**config.mk**
```make
export PLATFORM = sky130hd
export DESIGN_NAME = fetch_unit
export DESIGN_NICKNAME = d
export VERILOG_FILES = /design/src/rtl/fetch_unit.sv
export SDC_FILE = /design/constraint.sdc
export NUM_CORES = 1
export LEC_CHECK = 0
export CAP_MARGIN = 20
export CORE_ASPECT_RATIO = 1.4
export CORE_MARGIN = 3
export CORE_UTILIZATION = 39
export CTS_BUF_LIST = sky130_fd_sc_hd__clkbuf_4 sky130_fd_sc_hd__clkbuf_8 sky130_fd_sc_hd__clkbuf_16
export DETAILED_ROUTE_END_ITERATION = 16
export PLACE_DENSITY = 0.76
export SLEW_MARGIN = 20
export SYNTH_ARGS = -nofsm -noshare
export SYNTH_HDL_FRONTEND = slang
export SYNTH_SLANG_ARGS = --single-unit
```
**constraint.sdc**
```tcl
create_clock -name clk -period 2.2 [get_ports clk]
set_clock_uncertainty 0.15 [all_clocks]
set_input_delay 0.22 -clock clk [delete_from_list [all_inputs] [get_ports clk]]
set_output_delay 0.22 -clock clk [all_outputs]
set_load 0.005 [all_outputs]
```
**src/rtl/fetch_unit.sv**
```systemverilog
// Instruction fetch stage: PC register, IF/ID pipeline register and sticky misaligned-branch flag.
// Optional performance counters are enabled by defining FETCH_PERF_CNT_EN.
module fetch_unit #(
    parameter int unsigned ADDR_W   = 32,
    parameter int unsigned INSTR_W  = 32,
    parameter logic [31:0] RESET_PC = 32'h0,
    parameter int unsigned CNT_W    = 16
) (
    input  logic               clk,
    input  logic               rst,
    input  logic               freeze,
    input  logic               branch_taken,
    input  logic [ADDR_W-1:0]  branch_addr,
    input  logic               flush,
    output logic [ADDR_W-1:0]  imem_addr,
    input  logic [INSTR_W-1:0] imem_rdata,
    output logic [ADDR_W-1:0]  pc_out,
    output logic [INSTR_W-1:0] instr_out,
    output logic               valid_out,
    output logic               misalign_err
`ifdef FETCH_PERF_CNT_EN
    ,
    output logic [CNT_W-1:0]   fetch_cnt,
    output logic [CNT_W-1:0]   stall_cnt,
    output logic [CNT_W-1:0]   flush_cnt
`endif
);

    localparam logic [ADDR_W-1:0] PC_INIT = ADDR_W'(RESET_PC);
    localparam logic [ADDR_W-1:0] PC_STEP = ADDR_W'(4);

    logic [ADDR_W-1:0] pc;
    logic [ADDR_W-1:0] pc_inc;
    logic              squash;
    logic              load;
    logic              hold;

    // Sequential-fetch address wraps naturally at 2^ADDR_W.
    assign pc_inc    = pc + PC_STEP;
    assign imem_addr = pc;

    // A redirect squashes the wrong-path fetch even while frozen.
    assign squash = flush | branch_taken;
    assign hold   = ~squash & freeze;
    assign load   = ~squash & ~freeze;

    always_ff @(posedge clk) begin
        if (rst) begin
            pc <= PC_INIT;
        end else if (branch_taken) begin
            pc <= {branch_addr[ADDR_W-1:2], 2'b00};
        end else if (!freeze) begin
            pc <= pc_inc;
        end
    end

    always_ff @(posedge clk) begin
        if (rst || squash) begin
            pc_out    <= '0;
            instr_out <= '0;
            valid_out <= 1'b0;
        end else if (load) begin
            pc_out    <= pc_inc;
            instr_out <= imem_rdata;
            valid_out <= 1'b1;
        end
    end

    always_ff @(posedge clk) begin
        if (rst) begin
            misalign_err <= 1'b0;
        end else if (branch_taken && (branch_addr[1:0] != 2'b00)) begin
            misalign_err <= 1'b1;
        end
    end

`ifdef FETCH_PERF_CNT_EN
    localparam logic [CNT_W-1:0] CNT_MAX = '1;
    localparam logic [CNT_W-1:0] CNT_ONE = CNT_W'(1);

    // Saturating event counters; they stick at all-ones rather than wrap.
    always_ff @(posedge clk) begin
        if (rst) begin
            fetch_cnt <= '0;
            stall_cnt <= '0;
            flush_cnt <= '0;
        end else begin
            if (load && fetch_cnt != CNT_MAX) begin
                fetch_cnt <= fetch_cnt + CNT_ONE;
            end
            if (hold && stall_cnt != CNT_MAX) begin
                stall_cnt <= stall_cnt + CNT_ONE;
            end
            if (squash && flush_cnt != CNT_MAX) begin
                flush_cnt <= flush_cnt + CNT_ONE;
            end
        end
    end
`endif

endmodule

```
### Word level (Yosys, flattened, before mapping)

Cells that the tools add are included.

* latch bits: 0
* bits in writable memories: 0
* word-level logic and storage cells: 18
* flip-flop bits (word level): 98
* memories: 0
* input port bits: 69
* memory bits (read-only): 0

* bitwise logic cells: 4
* shift-type cells: 0
* mux-type cells: 2
* equality and inequality tests: 1
* $add $sub $neg: 1
* div/mod/pow operators: 0
* multipliers: 0
* reductions and logical operators: 4
* magnitude comparators: 0

Operator list (count)
* $mux W32: 2
* $add A32 B3 Y32 const B: 1
* $ne A2 B1 Y1 const B: 1
* $not A1 Y1: 2
* $reduce_bool A2 Y1: 1
* $reduce_or A2 Y1: 1
* $and A1 B1 Y1: 1
* $logic_and A1 B1 Y1: 1
* $logic_or A1 B1 Y1: 1
* $or A1 B1 Y1: 1

### Longest topological paths before layout

Gate-level depths: netlist of run 1.

* depth after elaboration: 3
* mapped depth: 8

### Worst setup path before layout of run 1

OpenSTA, ideal clock, no wires.

* kind: register to register
* start point: register pc[10] (netlist: imem_addr[10])
* end point: register pc_out[28]
* data required time: 1976 ps
* clock period less this slack: 2436 ps
* data arrival time: 2212 ps
* cell stages (with the launch flop): 9
* path buffers: 3
* path slack: -236 ps
* setup time: 74 ps
* path through: dfxtp_1 > buf_2 > nand4_2 > or3_1 > clkbuf_2 > or4_1 > buf_2 > or3_1 > a31oi_1

* word-level cells in the longest chain between the ends: 1

RTL lines
* from (decl): RTL line 32 `logic [ADDR_W-1:0] pc;`
* from (signal assigned): RTL line 51 `pc <= {branch_addr[ADDR_W-1:2], 2'b00};`
* from (signal assigned): RTL line 53 `pc <= pc_inc;`
* $add A32 B3 Y32: RTL line 39 `assign pc_inc = pc + PC_STEP;`
* to (signal assigned): RTL line 63 `pc_out <= pc_inc;`
* to (decl): RTL line 17 `output logic [ADDR_W-1:0] pc_out,`

Every way passes these cells.
A chain may end at the register's enable or synchronous reset.

### Worst setup path after layout of run 1

* start point: register pc[12] (netlist: imem_addr[12])
* end point: register pc[20] (netlist: imem_addr[20])

* word-level cells in the longest chain between the ends: 3

RTL lines
* $add A32 B3 Y32: RTL line 39
* $mux W32: RTL line 52 `end else if (!freeze) begin`
* $mux W32: RTL line 50 `end else if (branch_taken) begin`

Every way passes these cells. The select of a mux whose other input is x is not followed.

==> results of run 1 <==
logic make-up after synthesis:
| logic type | Yosys count |
|---|---|
| mux | 3 |
| fa+ha+maj | 1 |
| flops | 94 |
| simple gates | 142 |
| other cells | 1 |
| xor+xnor | 48 |
| compound gates | 131 |
| buf+inv | 55 |
stage by stage:
| step | hold slack (ns) | setup TNS (ns) | setup WS [ns] |
|---|---|---|---|
| 2_1_floorplan | 0.2071 | -0.3534 | -0.1445 |
| 3_3_place_gp | 0.2839 | 0 | 0.1150 |
| 3_5_place_dp | 0.2949 | 0 | 0.06205 |
| 4_1_cts | 0.2730 | 0 | 0.05227 |
| 5_1_grt | 0.2927 | 0 | 0.003388 |
| 6_report | 0.2823 | 0 | 0.09229 |
tightest hold or removal path, cell delays in order:
cell             delay, ns
clkdlybuf4s50_1       0.39
nand2_1               0.06
a21oi_1               0.05
synth_stat cells:
library cell	number	area share (%)
or4_1	3	0.53
nand4_2	1	0.30
buf_4	4	0.71
buf_2	3	0.36
conb_1	1	0.089
or3_1	10	1.5
and4_1	3	0.62
o21ai_0	32	3.8
xor2_1	23	4.8
nand3_1	16	1.9
a21boi_0	1	0.18
o21a_1	1	0.18
and2_1	2	0.30
nor3_1	17	2.0
a21oi_1	34	4.0
nand2_1	25	2.2
clkbuf_1	42	3.7
nor2b_1	1	0.15
nor2_1	38	3.4
dfxtp_1	94	45
o41ai_1	2	0.41
nor4_1	9	1.3
a31oi_1	3	0.44
ha_1	1	0.30
nand3b_1	1	0.18
a2111oi_0	1	0.21
a211oi_1	18	3.2
a311oi_1	1	0.21
o221a_2	34	9.1
xnor2_1	25	5.2
nand4_1	9	1.3
o22ai_1	3	0.44
clkbuf_2	1	0.12
and3_1	5	0.74
o31a_1	1	0.21
inv_1	5	0.44
mux2i_1	3	0.71
or2_2	2	0.30
timing repair:
| action | in CTS | in global routing |
|---|---|---|
| resized for setup | 0 | 9 |
| hold buffers | 0 | 0 |
| setup endpoints to repair | 0 | 5 |
state kept, by name, summed over array words and instances, names as in the netlist:
name and flops:
pc_out 30, imem_addr 30, misalign_err 1, valid_out 1, instr_out 32
power groups by stage:
stage | clock network [mW] | logic [mW] | registers, mW
2_1_floorplan | 0 | 0.222 | 1.88
3_3_place_gp | 0 | 0.610 | 1.87
3_5_place_dp | 0 | 0.619 | 1.87
4_1_cts | 1.47 | 0.624 | 1.83
5_1_grt | 1.53 | 0.671 | 1.84
6_report | 1.45 | 0.624 | 1.83
routing by layer:
metal | GRT usage [%] | share of wire [%] | up-vias
li1 | - | - | 2068
met4 | 10.97 | 3.3 | 0
met5 | 0 | 0 | -
met1 | 25.47 | 40 | 2064
met3 | 3.949 | 5.7 | 25
met2 | 37.64 | 51 | 160
layout by cell type, fill, tap and decap left out, types with 10 or more instances in the layout:
cell and instances:
dfxtp_1 90, o21ai_0 32, xnor2_1 25, clkdlybuf4s50_1 162, xor2_1 23, a21oi_1 34
nand3_1 16, o221a_2 34, nor2_1 38, a211oi_1 18, buf_4 46, or3_1 10
nor3_1 15, nand2_1 25
area by class of cell:
cell class,count,area [um^2],share of cell area [%]
clock inverters,6,36.28,0.5535
repair buffers,210,2007,30.62
clock buffers,10,239.0,3.646
inverters,5,18.77,0.2863
well taps,138,172.7,2.634
multi-input cells,329,2195,33.48
flip-flops and latches,94,1887,28.78
worst max-delay path by stage:
stage,from,end,slack (ns),cells after the start
2_1_floorplan,imem_addr[7]$_SDFFE_PP0P_,pc_out[28]$_SDFFE_PP0P_,-0.14,8
3_3_place_gp,imem_addr[12]$_SDFFE_PP0P_,pc_out[31]$_SDFFE_PP0P_,0.12,6
3_5_place_dp,imem_addr[2]$_SDFFE_PP0P_,imem_addr[26]$_SDFFE_PP0P_,0.06,6
4_1_cts,imem_addr[2]$_SDFFE_PP0P_,imem_addr[26]$_SDFFE_PP0P_,0.05,6
5_1_grt,imem_addr[16]$_SDFFE_PP0P_,imem_addr[26]$_SDFFE_PP0P_,0.003,6
6_report,imem_addr[12]$_SDFFE_PP0P_,imem_addr[20]$_SDFFE_PP0P_,0.09,6
==> out/metrics.yaml, run 1 <==
final_max_slew_viol_count: 0
drc: 0
rows: 44
drt_wl_total_mm: 13.77
netlist_instances: 475
crit_path_end_kind: "register"
ys_ff_latch: 94
internal_power_mw: 2.928
die_area_um2: 12140
rsz0062_at_grt: "yes"
min_period_over_period_pct: 95.81
placedCellCount: 776
cts_setup_buffers: 0
r2r-end: "imem_addr[20]$_SDFFE_PP0P_"
path_delay_family: "simple AND/OR/NAND/NOR gates"
crit_fanout: 13
avgRoutedWirePerCell_um: 17.39
path_clk_slew_ns: 0.07
min_from: "branch_addr[7]"
ys_types: 38
min_period_ns: 2.108
syn_avg_cell_area_um2: 8.901
clock_latency_ns: 0.34
synthAdderAreaFrac_pct: 0.2959
hold_class: "primary input to register"
path_class: "register to register"
fin_area_um2: 6555
gr-total-overflow: 0
total_power_mw: 3.900
die_w_um: 94.00
drive_gt1_share_pct: 17.58
ant_nets: 0
grt_pass1_wl_mm: 20.97
r2r_slack_ns: 0.09
die_h_um: 129.2
cts_buffer_depth: 2
muxShareOfSynthArea_pct: 0.7103
port_buffers: 162
p_leak_nw: 2.361
p_sw_mw: 0.9722
crit_path_max_incr_delay_ns: 0.40
fill_cells: 884
synth_area_um2: 4228
reg2reg_from: "imem_addr[12]$_SDFFE_PP0P_"
path_buf_inv: 1
post-route-util_pct: 62.67
fmax_ghz: 0.4744
postPlaceCellArea_um2: 6235
hpwl_mm: 10.42
place_congestion: 0.9416
drt_first_pass_iters: 5
syn_to_final_growth_pct: 55.05
maxCapViolCount: 0
arrival_ns: 2.21
ios: 167
finalHoldViolations: 0
cts_sinks: 94
start_util_pct: 40.42
core_area_um2: 10460
vias: 4317
sw_frac_of_total_pct: 24.93
seq_area_frac_synth_pct: 44.51
grt_pass1_vias: 4166
reg2reg_depth: 6
drt-vias-per-instance: 5.451
cts_root_buffer: "clkbuf_16"
power_density_nw_per_um2: 595.0
holdPathEnd: "imem_addr[7]$_SDFFE_PP0P_"
slowest_stage: "or3_1"
layout.nets: 719
p_seq_share_pct: 46.9
synth.yosys.warnings: 0
antenna_found_initial: 0
synth-compound-area-share_pct: 22.34
grt_use_total_pct: 21.71
htreeDepth: 3
ir_worst_vdd_mv: 0.3572
crit_chain: "nand4_4, or3_1, buf_4, nor3_1, xnor2_1, a211oi_1"
antenna_cells: 0
final_cells: 792
synth-simple-area-share_pct: 16.75
synth_xor_area_share_pct: 9.944
first_iter_violations: 149
cp.required_ns: 2.30
tritoncts: "done"
outcome: "completed"
cts_made_buffers: 9
synth_top_family_by_area: "compound AO/OA/AOI/OAI gates"
min_path_cells: 3
finalSetupViolCount: 0
grt_max_degree: 47
worstSetupStartpointType: "register"
p_comb_share_pct: 16.0
clkPwrFrac_pct: 37.1
Power figures use the tool's default switching activity.
==> inputs of run 2 (changes only) <==
--- a/config.mk
+++ b/config.mk
@@ -7,11 +7,11 @@
 export LEC_CHECK = 0
 export CAP_MARGIN = 20
 export CORE_ASPECT_RATIO = 1.4
-export CORE_MARGIN = 3
 export CORE_UTILIZATION = 39
 export CTS_BUF_LIST = sky130_fd_sc_hd__clkbuf_4 sky130_fd_sc_hd__clkbuf_8 sky130_fd_sc_hd__clkbuf_16
 export DETAILED_ROUTE_END_ITERATION = 16
 export PLACE_DENSITY = 0.76
+export SKIP_CTS_REPAIR_TIMING = 1
 export SLEW_MARGIN = 20
 export SYNTH_ARGS = -nofsm -noshare
 export SYNTH_HDL_FRONTEND = slang
==> run 2 against run 1 <==
Net effect: non-clock buffer count increased by 7; via count up 0.56%; cell count up 0.88%; combinational power up 4.8%; critical path type unchanged.
==> out/metrics.yaml, run 2 (synthesis results as in run 1) <==
outcome: "completed"  # unchanged
cts_sinks: 94  # unchanged
arrival_ns: 2.19  # was 2.21 ns
grt_use_total_pct: 24.56  # was 21.71%
die_w_um: 90.00  # was 94.00 um
crit_path_max_incr_delay_ns: 0.59  # was 0.40 ns
slowest_stage: "or4_4"  # was or3_1
drt_wl_total_mm: 13.96  # was 13.77 mm
cp.required_ns: 2.29  # was 2.30 ns
drive_gt1_share_pct: 19.36  # was 17.58%
path_class: "register to register"  # unchanged
ir_worst_vdd_mv: 0.5045  # was 0.3572 mV
final_cell_mix: "162 x clkdlybuf4s50_1, 84 x dfxtp_1, 50 x buf_4"  # was 162 x clkdlybuf4s50_1, 90 x dfxtp_1, 46 x buf_4
start_util_pct: 40.42  # unchanged
pre_cts_ws_ns: 0.06066  # was 0.06205 ns
path_delay_family: "simple AND/OR/NAND/NOR gates"  # unchanged
p_sw_mw: 1.001  # was 0.9722 mW
met2_usage_pct: 43.71  # was 37.64%
tritoncts: "done"  # unchanged
syn_to_final_growth_pct: 58.60  # was 55.05%
use_met1_pct: 29.28  # was 25.47%
min_period_ns: 2.102  # was 2.108 ns
core_area_um2: 10460  # unchanged
layout.nets: 726  # was 719
power_density_nw_per_um2: 613.5  # was 595.0 nW/um^2
top_register: "instr_out"  # unchanged
hpwl_mm: 10.23  # was 10.42 mm
p_leak_nw: 2.415  # was 2.361 nW
layout_commonest_cell: "clkdlybuf4s50_1"  # unchanged
p_seq_share_pct: 44.4  # was 46.9%
internal_power_mw: 3.113  # was 2.928 mW
rsz0062_at_grt: "no"  # was yes
finalSetupViolCount: 0  # unchanged
gr-total-overflow: 0  # unchanged
cts_root_buffer: "clkbuf_16"  # unchanged
setup_tns_ns: 0  # unchanged
drc: 0  # unchanged
path_clk_slew_ns: 0.06  # was 0.07 ns
finalHoldViolations: 0  # unchanged
antenna_cells: 0  # unchanged
htreeDepth: 3  # unchanged
largest_register_ffs: 32  # unchanged
cts_made_buffers: 9  # unchanged
layout_setup_ws_ns: 0.09776  # was 0.09229 ns
port_buffers: 162  # unchanged
ios: 167  # unchanged
grt_pass1_vias: 4326  # was 4166
vias: 4341  # was 4317
drt-vias-per-instance: 5.433  # was 5.451
fmax_ghz: 0.4757  # was 0.4744 GHz
ant_nets: 0  # unchanged
maxCapViolCount: 0  # unchanged
path_buf_inv: 0  # was 1
sw_frac_of_total_pct: 24.33  # was 24.93%
clock_latency_ns: 0.35  # was 0.34 ns
hold_class: "primary input to register"  # unchanged
place_congestion: 0.9249  # was 0.9416
rows: 44  # unchanged
slew_headroom_pct: 65.02
tightest_slew_ns: 0.5228
use_met3_pct: 4.562  # was 3.949%
fill_cells: 893  # was 884
die_h_um: 125.2  # was 129.2 um
p_comb_share_pct: 15.9  # was 16.0%
top_usage_layer: "met2"  # unchanged
crit_fanout: 4  # was 13
grt_pass1_wl_mm: 22.25  # was 20.97 mm
die_area_um2: 11270  # was 12140 um^2
drt_first_pass_iters: 4  # was 5
first_iter_violations: 199  # was 149
avgRoutedWirePerCell_um: 17.47  # was 17.39 um
final_max_slew_viol_count: 0  # unchanged
crit_chain: "nand4_1, or4_4, nor4_4, nor3_2, a2111oi_2"  # was nand4_4, or3_1, buf_4, nor3_1, xnor2_1, a211oi_1
cts_buffer_depth: 2  # unchanged
min_period_over_period_pct: 95.56  # was 95.81%
antenna_found_initial: 0  # unchanged
grt_max_degree: 51  # was 47
clkPwrFrac_pct: 39.7  # was 37.1%
crit_path_end_kind: "register"  # unchanged
worstSetupStartpointType: "register"  # unchanged
==> run 2: changes by cell type in the layout (fill, tap and decap cells not counted), sizes merged <==
cell	previous run	this run
buf	48	55
clkbuf	10	12
clkinv	4	2
bufinv	0	1
inv	6	5
==> run 2: metal layers <==
layer  wire (um)  up-vias
li1            -     2088
met1        5770     2079
met2        7076      153
met3         751       21
met4         362        0
met5           0        -
==> run 2: metrics by stage <==
step                      instance area (um^2)  cells  utilization, %  hold slack (ns)  power (mW)
final                                     6705    799           64.10           0.2785       4.114
after global routing                      6705    799           64.10           0.3126       4.261
after CTS                                 6603    794           63.12           0.2887       4.114
after detailed placement                  6287    778           60.11           0.2982       2.500
after global placement                    6287    778           60.11           0.2873       2.490
after floorplan                           4264    478               -           0.2071       2.101
==> run 2: power by group through the flow <==
stage | Sequential [mW] | Combinational (mW) | Clock [mW]
after detailed placement | 1.86 | 0.640 | 0
after floorplan | 1.88 | 0.222 | 0
after global placement | 1.86 | 0.632 | 0
after global routing | 1.83 | 0.699 | 1.73
after CTS | 1.82 | 0.644 | 1.65
final | 1.83 | 0.654 | 1.63
==> run 2: cell type report <==
class | count | area [um^2] | area share, %
Multi-Input combinational cell | 329 | 2205 | 32.88
Tap cell | 138 | 172.7 | 2.575
Clock buffer | 12 | 260.3 | 3.881
Sequential cell | 94 | 1897 | 28.29
Clock inverter | 4 | 55.05 | 0.8210
Inverter | 5 | 18.77 | 0.2799
Timing Repair Buffer | 217 | 2097 | 31.27
==> run 2: worst paths after layout <==
check / slack, ns / depth (start not counted) / startpoint / endpoint
setup / recovery: 0.1 / 5 / imem_addr[17]$_SDFFE_PP0P_ / imem_addr[26]$_SDFFE_PP0P_
hold / removal: 0.28 / 3 / branch_addr[2] / imem_addr[2]$_SDFFE_PP0P_
setup reg to reg: 0.1 / 5 / imem_addr[17]$_SDFFE_PP0P_ / imem_addr[26]$_SDFFE_PP0P_
hold reg to reg: 0.31 / 2 / misalign_err$_SDFFE_PP0P_ / misalign_err$_SDFFE_PP0P_
==> run 2: worst register-to-register path, cell delays in order, from the launching register on <==
cell and delay [ns]:
dfxtp_4 0.36, nand4_1 0.18, or4_4 0.59, nor4_4 0.32, nor3_2 0.07, a2111oi_2 0.33
